<file path="config.mk">
export PLATFORM = sky130hd
export DESIGN_NAME = cpu_multiply_issue
export DESIGN_NICKNAME = d
export VERILOG_FILES = /design/src/rtl/cpu_mul_pkg.sv /design/src/rtl/cpu_mul_sign_fix.sv /design/src/rtl/cpu_multiply_issue.sv
export SDC_FILE = /design/constraint.sdc
export NUM_CORES = 1
export LEC_CHECK = 0
export ABC_AREA = 1
export CORE_ASPECT_RATIO = 1.4
export CORE_MARGIN = 1.5
export CORE_UTILIZATION = 51
export DETAILED_ROUTE_END_ITERATION = 8
export GPL_TIMING_DRIVEN = 0
export MAX_ROUTING_LAYER = met4
export PLACE_DENSITY = 0.83
export SKIP_LAST_GASP = 1
export SLEW_MARGIN = 0
export SYNTH_ARGS = -nofsm -noshare
export SYNTH_HDL_FRONTEND = slang
export SYNTH_SLANG_ARGS = --single-unit
</file>
<file path="constraint.sdc">
create_clock -name i_clock -period 2.6 [get_ports i_clock]
set_clock_uncertainty 0.15 [all_clocks]
set_input_delay 0.39 -clock i_clock [delete_from_list [all_inputs] [get_ports i_clock]]
set_output_delay 0.39 -clock i_clock [all_outputs]
set_load 0.01 [all_outputs]
</file>
<file path="src/rtl/cpu_mul_pkg.sv">
// Shared types for the RV32M multiply sequencer: funct3 encodings, FSM states, operand width.
// No logic; imported by the sequencer top and its sign-fix helper.
package cpu_mul_pkg;

    localparam int XLEN = 32;

    typedef enum logic [2:0] {
        F3_MUL    = 3'b000,
        F3_MULH   = 3'b001,
        F3_MULHSU = 3'b010,
        F3_MULHU  = 3'b011
    } funct3_e;

    typedef enum logic [1:0] {
        ST_IDLE,
        ST_ISSUE,
        ST_FIXUP,
        ST_OUTPUT
    } state_e;

endpackage

</file>
<file path="src/rtl/cpu_mul_sign_fix.sv">
// Operand magnitude conversion on entry and conditional two's-complement negate of the raw product.
// Latency: purely combinational. Backpressure: none, no state.
module cpu_mul_sign_fix #(
    parameter int XLEN = 32
) (
    input  logic [XLEN-1:0]   op1,
    input  logic [XLEN-1:0]   op2,
    input  logic              op1_signed,
    input  logic              op2_signed,
    output logic [XLEN-1:0]   mag1,
    output logic [XLEN-1:0]   mag2,
    output logic              negate,
    input  logic [2*XLEN-1:0] raw,
    input  logic              neg_en,
    output logic [2*XLEN-1:0] product
);

    logic neg1;
    logic neg2;

    // The most negative value maps onto itself, which reads correctly as an unsigned magnitude.
    always_comb begin
        neg1    = op1_signed & op1[XLEN-1];
        neg2    = op2_signed & op2[XLEN-1];
        mag1    = neg1 ? (~op1 + 1'b1) : op1;
        mag2    = neg2 ? (~op2 + 1'b1) : op2;
        negate  = neg1 ^ neg2;
        product = neg_en ? (~raw + 1'b1) : raw;
    end

endmodule

</file>
<file path="src/rtl/cpu_multiply_issue.sv">
// RV32M multiply sequencer: decode, magnitude issue to the unsigned core, sign fixup, rd writeback.
// Latency: accept A, latch A+1, core ready R, o_valid R+2 (A+2 on a reuse hit when CPU_MUL_REUSE_EN).
// Backpressure: o_valid/o_rd/o_result held until i_wb_ready; no new accept until back in IDLE.
module cpu_multiply_issue #(
    parameter int XLEN = cpu_mul_pkg::XLEN
) (
    input  logic              i_clock,
    input  logic              i_reset,
    input  logic              i_request,
    input  logic [2:0]        i_funct3,
    input  logic [4:0]        i_rd,
    input  logic [XLEN-1:0]   i_op1,
    input  logic [XLEN-1:0]   i_op2,
    output logic              o_accept,
    output logic              o_illegal,
    output logic              o_mul_latch,
    output logic              o_mul_signed,
    output logic [XLEN-1:0]   o_mul_op1,
    output logic [XLEN-1:0]   o_mul_op2,
    input  logic              i_mul_ready,
    input  logic [2*XLEN-1:0] i_mul_result,
    output logic              o_valid,
    output logic [4:0]        o_rd,
    output logic [XLEN-1:0]   o_result,
    input  logic              i_wb_ready
);

    import cpu_mul_pkg::*;

    state_e            state_q, state_d;
    funct3_e           funct3_q;
    logic              neg_q;
    logic [4:0]        rd_q;
    logic [XLEN-1:0]   op1_q, op2_q, result_q;
    logic [2*XLEN-1:0] raw_q, product;
    logic [XLEN-1:0]   mag1, mag2;
    logic              negate, reuse_hit;
    logic              accept, illegal, latch, valid, capture;

    cpu_mul_sign_fix #(.XLEN(XLEN)) u_sign_fix (
        .op1        (i_op1),
        .op2        (i_op2),
        .op1_signed ((i_funct3 == F3_MULH) || (i_funct3 == F3_MULHSU)),
        .op2_signed (i_funct3 == F3_MULH),
        .mag1       (mag1),
        .mag2       (mag2),
        .negate     (negate),
        .raw        (raw_q),
        .neg_en     (neg_q),
        .product    (product)
    );

`ifdef CPU_MUL_REUSE_EN
    logic reuse_vld_q;

    assign reuse_hit = reuse_vld_q && (mag1 == op1_q) && (mag2 == op2_q);

    // Stored product is only trustworthy while the held magnitudes still belong to it.
    always_ff @(posedge i_clock) begin
        if (i_reset)
            reuse_vld_q <= 1'b0;
        else if (capture)
            reuse_vld_q <= 1'b1;
        else if (accept && !reuse_hit)
            reuse_vld_q <= 1'b0;
    end
`else
    assign reuse_hit = 1'b0;
`endif

    always_comb begin
        state_d = state_q;
        accept  = 1'b0;
        illegal = 1'b0;
        latch   = 1'b0;
        valid   = 1'b0;
        capture = 1'b0;
        case (state_q)
            ST_IDLE: begin
                if (i_request && !i_reset) begin
                    if (i_funct3[2]) begin
                        illegal = 1'b1;
                    end else if (!i_mul_ready) begin
                        accept  = 1'b1;
                        state_d = reuse_hit ? ST_FIXUP : ST_ISSUE;
                    end
                end
            end
            ST_ISSUE: begin
                latch = 1'b1;
                if (i_mul_ready) begin
                    capture = 1'b1;
                    state_d = ST_FIXUP;
                end
            end
            ST_FIXUP: state_d = ST_OUTPUT;
            ST_OUTPUT: begin
                valid = 1'b1;
                if (i_wb_ready)
                    state_d = ST_IDLE;
            end
            default: state_d = ST_IDLE;
        endcase
    end

    always_ff @(posedge i_clock) begin
        if (i_reset) begin
            state_q  <= ST_IDLE;
            funct3_q <= F3_MUL;
            neg_q    <= 1'b0;
            rd_q     <= '0;
            op1_q    <= '0;
            op2_q    <= '0;
            raw_q    <= '0;
            result_q <= '0;
        end else begin
            state_q <= state_d;
            if (accept) begin
                funct3_q <= funct3_e'(i_funct3);
                neg_q    <= negate;
                rd_q     <= i_rd;
                op1_q    <= mag1;
                op2_q    <= mag2;
            end
            if (capture)
                raw_q <= i_mul_result;
            if (state_q == ST_FIXUP)
                result_q <= (funct3_q == F3_MUL) ? product[XLEN-1:0] : product[2*XLEN-1:XLEN];
        end
    end

    assign o_accept     = accept;
    assign o_illegal    = illegal;
    assign o_mul_latch  = latch;
    assign o_mul_signed = 1'b0;
    assign o_mul_op1    = op1_q;
    assign o_mul_op2    = op2_q;
    assign o_valid      = valid;
    assign o_rd         = rd_q;
    assign o_result     = result_q;

endmodule

</file>
# After elaboration in Yosys (flattened, before gate mapping)
# Index checks and enable logic that the tools add are counted.
# W data, S select, Z words.
# totals
register_bits	171
latchBits	0
ram_bits	0
romBits	0
input_bits	141
output_inout_bits	106
wordCells	54
n_memories	0
# classes
addsub	3
n_mul	0
div	0
n_lt_le_gt_ge	0
eq_ne	10
n_shift	0
mux	21
bitwise	6
reduce_logical	6
# op_table
op	n
$mux W32	3
$add A32 B1 Y32 const B	2
$add A64 B1 Y64 const B	1
$mux W64	1
$not A32 Y32	2
$not A64 Y64	1
$mux W1	11
$mux W2	5
$ne A2 B2 Y1 const B	5
$pmux W2 S4	1
$reduce_and A5 Y1	1
$eq A2 B2 Y1 const B	2
$eq A3 B1 Y1 const B	1
$eq A3 B2 Y1 const B	1
$logic_not A3 Y1	1
$and A1 B1 Y1	2
$eq A2 B1 Y1 const B	1
$logic_not A2 Y1	1
$logic_and A1 B1 Y1	1
$logic_not A1 Y1	1
$logic_or A1 B1 Y1	1
$xor A1 B1 Y1	1

# Longest topological paths before layout
# logic_depth
depth_word	4
ltp_mapped	13
mapped_depth_nobuf	13

# Cells and area by module
# A second synthesis with hierarchy kept.
# hier_totals
cells_unflattened	1784
hier_area_um2	10775.3
# modules_own_cells
module	instances	cells_per_inst	area_per_inst_um2	seq_area_each_um2
cpu_multiply_issue	1	910	6563.8	3423.3
cpu_mul_sign_fix	1	874	4211.5	0.0

# Worst setup path after synthesis
# OpenSTA, ideal clock, no wires.
# synth_timing
path_kind	input port to output port
from	input port i_reset
to	output port o_accept
t_arrival_ns	1.328
required_time_ns	2.060
setup_slack_ns	0.732
path_stages	6
n_path_buf	3
cell_sequence	buf_2 -> inv_2 -> nand2_2 -> nor3_4 -> buf_4 -> buf_2
# synth_via
elab_chain_cells	4
# synth_rtl
element	line_no	rtl
start, declared	cpu_multiply_issue.sv:8	input logic i_reset,
$logic_not A1 Y1	cpu_multiply_issue.sv:80	if (i_request && !i_reset) begin
$logic_and A1 B1 Y1	cpu_multiply_issue.sv:80	
$mux W1	cpu_multiply_issue.sv:80	
$mux W1	cpu_multiply_issue.sv:78	case (state_q)
end, declared	cpu_multiply_issue.sv:14	output logic o_accept,
# No other way between the ends.

# Final worst setup path
# layout_timing
from	register raw_q[1]
to	register result_q[4] (netlist: o_result[4])
# layout_via
elab_chain_cells	4
# layout_rtl
element	line_no	rtl
start, declared	cpu_multiply_issue.sv:35	logic [2*XLEN-1:0] raw_q, product;
start signal, assigned	cpu_multiply_issue.sv:126	raw_q <= i_mul_result;
$not A64 Y64	cpu_mul_sign_fix.sv:28	product = neg_en ? (~raw + 1'b1) : raw;
$add A64 B1 Y64	cpu_mul_sign_fix.sv:28	
$mux W64	cpu_mul_sign_fix.sv:28	
$mux W32	cpu_multiply_issue.sv:128	result_q <= (funct3_q == F3_MUL) ? product[XLEN-1:0] : product[2*XLEN-1:XLEN];
end signal, assigned	cpu_multiply_issue.sv:128	
end, declared	cpu_multiply_issue.sv:34	logic [XLEN-1:0] op1_q, op2_q, result_q;
# No other way between the ends.
# A chain may end at the register's enable or synchronous reset.

==> reports/results.ini <==
[global_routing]
grt-busiest-layer = met2
grt_use_total = 0.4311
grtUsageMet3 = 0.09960
grt_pass1_vias = 12246
grt_pass1_wl_um = 66200
grt_util_met1 = 0.4362
met2_usage = 0.7125
grt_max_degree = 20
gr-total-overflow = 0
antenna_found_initial = 1

[setup_path]
slowest_stage = nand3_1
cp-start-kind = flip-flop
critPathMaxStageDelay_ns = 0.34
cp.arrival_ns = 2.73
crit_family = simple AND/OR/NAND/NOR gates
end_kind = flip-flop
crit_type = reg -> reg
path_cells = inv_1 > ha_1 > nand2_1 > nor2_4 > nand4_2 > nand2_2 > nand2_1 > nand2_1 > nand3_1 > a21oi_1
worst-path-max-fanout = 9
critical_path_required_ns = 2.82
crit_buf_inv = 1
crit_top_cell = nand2_1

[synthesis]
synth_cells = 1683
synth.top_cell.area_share = 0.3275
syn_nets = 1832
ys_async_sr_fraction = 0
ys_top_cells_by_count = nand2_1 (324), nor2_1 (309), o21ai_0 (186), dfxtp_1 (171), inv_1 (162)
synth.distinct_cells = 50
yosys.area.top_type = dfxtp_1
synth_area_leaders = dfxtp_1 (33%), nand2_1 (12%), nor2_1 (11%)
syn_avg_cell_area_um2 = 6.211
synth_seq_cells = 171
synth_edf_count = 0
synth.most_common_cell = nand2_1
yosys_warnings = 0
synth_ff_type = dfxtp_1
ys_seq_area_frac = 0.3275
synthesis.area_mm2 = 0.01045

[layout]
final_util = 0.6922
fin_cells = 2215
finish.instance_area_mm2 = 0.01384
nets = 2098
drive_above_1_share = 0.05963
n_fill_cell = 1801
area_growth_syn_to_layout_pct = 32.41

[placement]
io_buffers = 244
place_inst = 2179
post_dp_cell_area_mm2 = 0.01321
dpl.hpwl_um = 34970
gp_congestion = 1.067
pre_cts_ws_ns = -0.4756

[sta]
period_needed_ns = 2.509
rsz0062_at_grt = false
slew_headroom = 0.4374
fin_tns_setup_ns = 0
setup_viol = 0
hold_viol = 0
fin_ws_ns = 0.09086
hold_ws_ns = 0.1810
finalMaxSlewViolations = 0
fmax_mhz = 398.5
worstMarginPinSlew_ns = 0.8351
fin_crit_sh = 0.9651

[cts]
cts.sinks = 171
htree_num_levels = 4
clk_latency_ns = 0.44
cts_tree = yes
clk_pin_slew_worst_paths_ns = 0.08
ctsHoldBuffers = 0
clockBufferDepth = 2
cts_buffers = 17
cts_root_buffer = clkbuf_16

[power_and_ir_drop]
power_frac_seq = 0.317
p_sw_frac = 0.4331
powerDensity_mw_per_mm2 = 763.8
clock_power_share = 0.243
vdd_drop_max_mv = 0.5170
p_leak_nw = 6.198
power_mw = 10.57
switchingPower_mw = 4.579
internal_power_mw = 5.994
pwr-share-comb = 0.440

[floorplanning]
fp.dieArea_mm2 = 0.02138
pin_count = 247
core_mm2 = 0.02000
rows = 61
initial_core_util = 0.5228
die_y_um = 172.4
die_w_um = 124

[drt]
drc = 0
drtPass1Iterations = 7
drt-initial-drc-count = 1165
viasPerCell = 5.767
routedWlPerCell_um = 20.18
drt_wl_total_um = 44700
vias = 12775
ant_nets = 0

[run_status]
outcome = finished, final reports clean

[hold_path]
hold_path_class = in -> reg

[run]
cap_violations = 0

[worst min-delay path: cells and delay by family]
family | cells | cell delay [ns]
buffers and inverters | 2 | 0.23
AND/OR/NAND/NOR | 1 | 0.06
AO/OA/AOI/OAI | 1 | 0.06
[final timing paths]
kind | end | slack (ns) | from | depth (start not counted)
worst max-delay path | o_result[4] | 0.09 | raw_q[1] | 10
worst min-delay path | o_mul_op2[24] | 0.18 | i_reset | 4
worst max register to register | o_result[4] | 0.09 | raw_q[1] | 10
worst min register to register | o_result[0] | 0.32 | o_result[0] | 2
[registers in the layout, indices dropped and copies added, names as in the netlist]
signal and cells:
o_result 32, o_rd 5, o_mul_op1 32, o_mul_op2 32
neg_q 1, funct3_q 3, raw_q 64, state_q 2
[cells in the final DEF (no fill, tap or decap), drive strengths merged, types with 3 or more instances in the layout]
| master | n |
|---|---|
| a21oi | 129 |
| a31oi | 9 |
| and2 | 3 |
| buf | 39 |
| clkbuf | 59 |
| clkdlybuf4s50 | 243 |
| clkinv | 9 |
| dfxtp | 171 |
| ha | 8 |
| inv | 170 |
| nand2 | 335 |
| nand3 | 146 |
| nand3b | 14 |
| nand4 | 24 |
| nor2 | 327 |
| nor3 | 13 |
| o211ai | 3 |
| o21ai | 203 |
| o221ai | 8 |
| xnor2 | 5 |
| xor2 | 26 |
[cell type report]
class	instances	area, um2	area share
Sequential cell	171	3423	0.2473
Buffer	74	360.3	0.02603
Multi-Input combinational cell	1268	6058	0.4377
Clock inverter	13	135.1	0.009762
Timing Repair Buffer	249	2482	0.1793
Clock buffer	19	432.9	0.03128
Inverter	168	631.9	0.04565
Antenna cell	1	2.502	0.0001808
Tap cell	252	315.3	0.02278
[power groups by stage]
| stage | Sequential, mW | Clock [mW] | Combinational [mW] |
|---|---|---|---|
| 6_report | 3.35 | 2.57 | 4.65 |
| 5_1_grt | 3.38 | 2.68 | 5.05 |
| 4_1_cts | 3.33 | 2.56 | 4.50 |
| 3_5_place_dp | 3.38 | 0 | 4.47 |
| 3_3_place_gp | 3.37 | 0 | 4.44 |
| 2_1_floorplan | 3.36 | 0 | 2.72 |
[layer usage]
metal	routed length [um]	vias up
met4	3930	0
li1	-	6030
met5	0	-
met1	15590	5801
met2	21290	728
met3	3891	216
[kinds of logic (layout without fill, tap and decap cells)]
logic type / count (synthesis) / count (layout) / synth area share
buf+inv: 244 / 523 / 0.09443
xor+xnor: 31 / 31 / 0.02597
simple gates: 868 / 868 / 0.3615
other cells: 1 / 2 / 0.0003587
fa+ha+maj: 8 / 8 / 0.009575
compound gates: 360 / 360 / 0.1807
flops: 171 / 171 / 0.3275
[repair_timing]
| item | in CTS | in global routing |
|---|---|---|
| setup buffers | 1 | 4 |
| hold endpoints to repair | 0 | 0 |
| cloned | 0 | 0 |
| pin swaps | 1 | 1 |
| endpoints found under the setup margin | 11 | 9 |
| gates resized for setup | 2 | 9 |
Power figures use the tool's default switching activity.
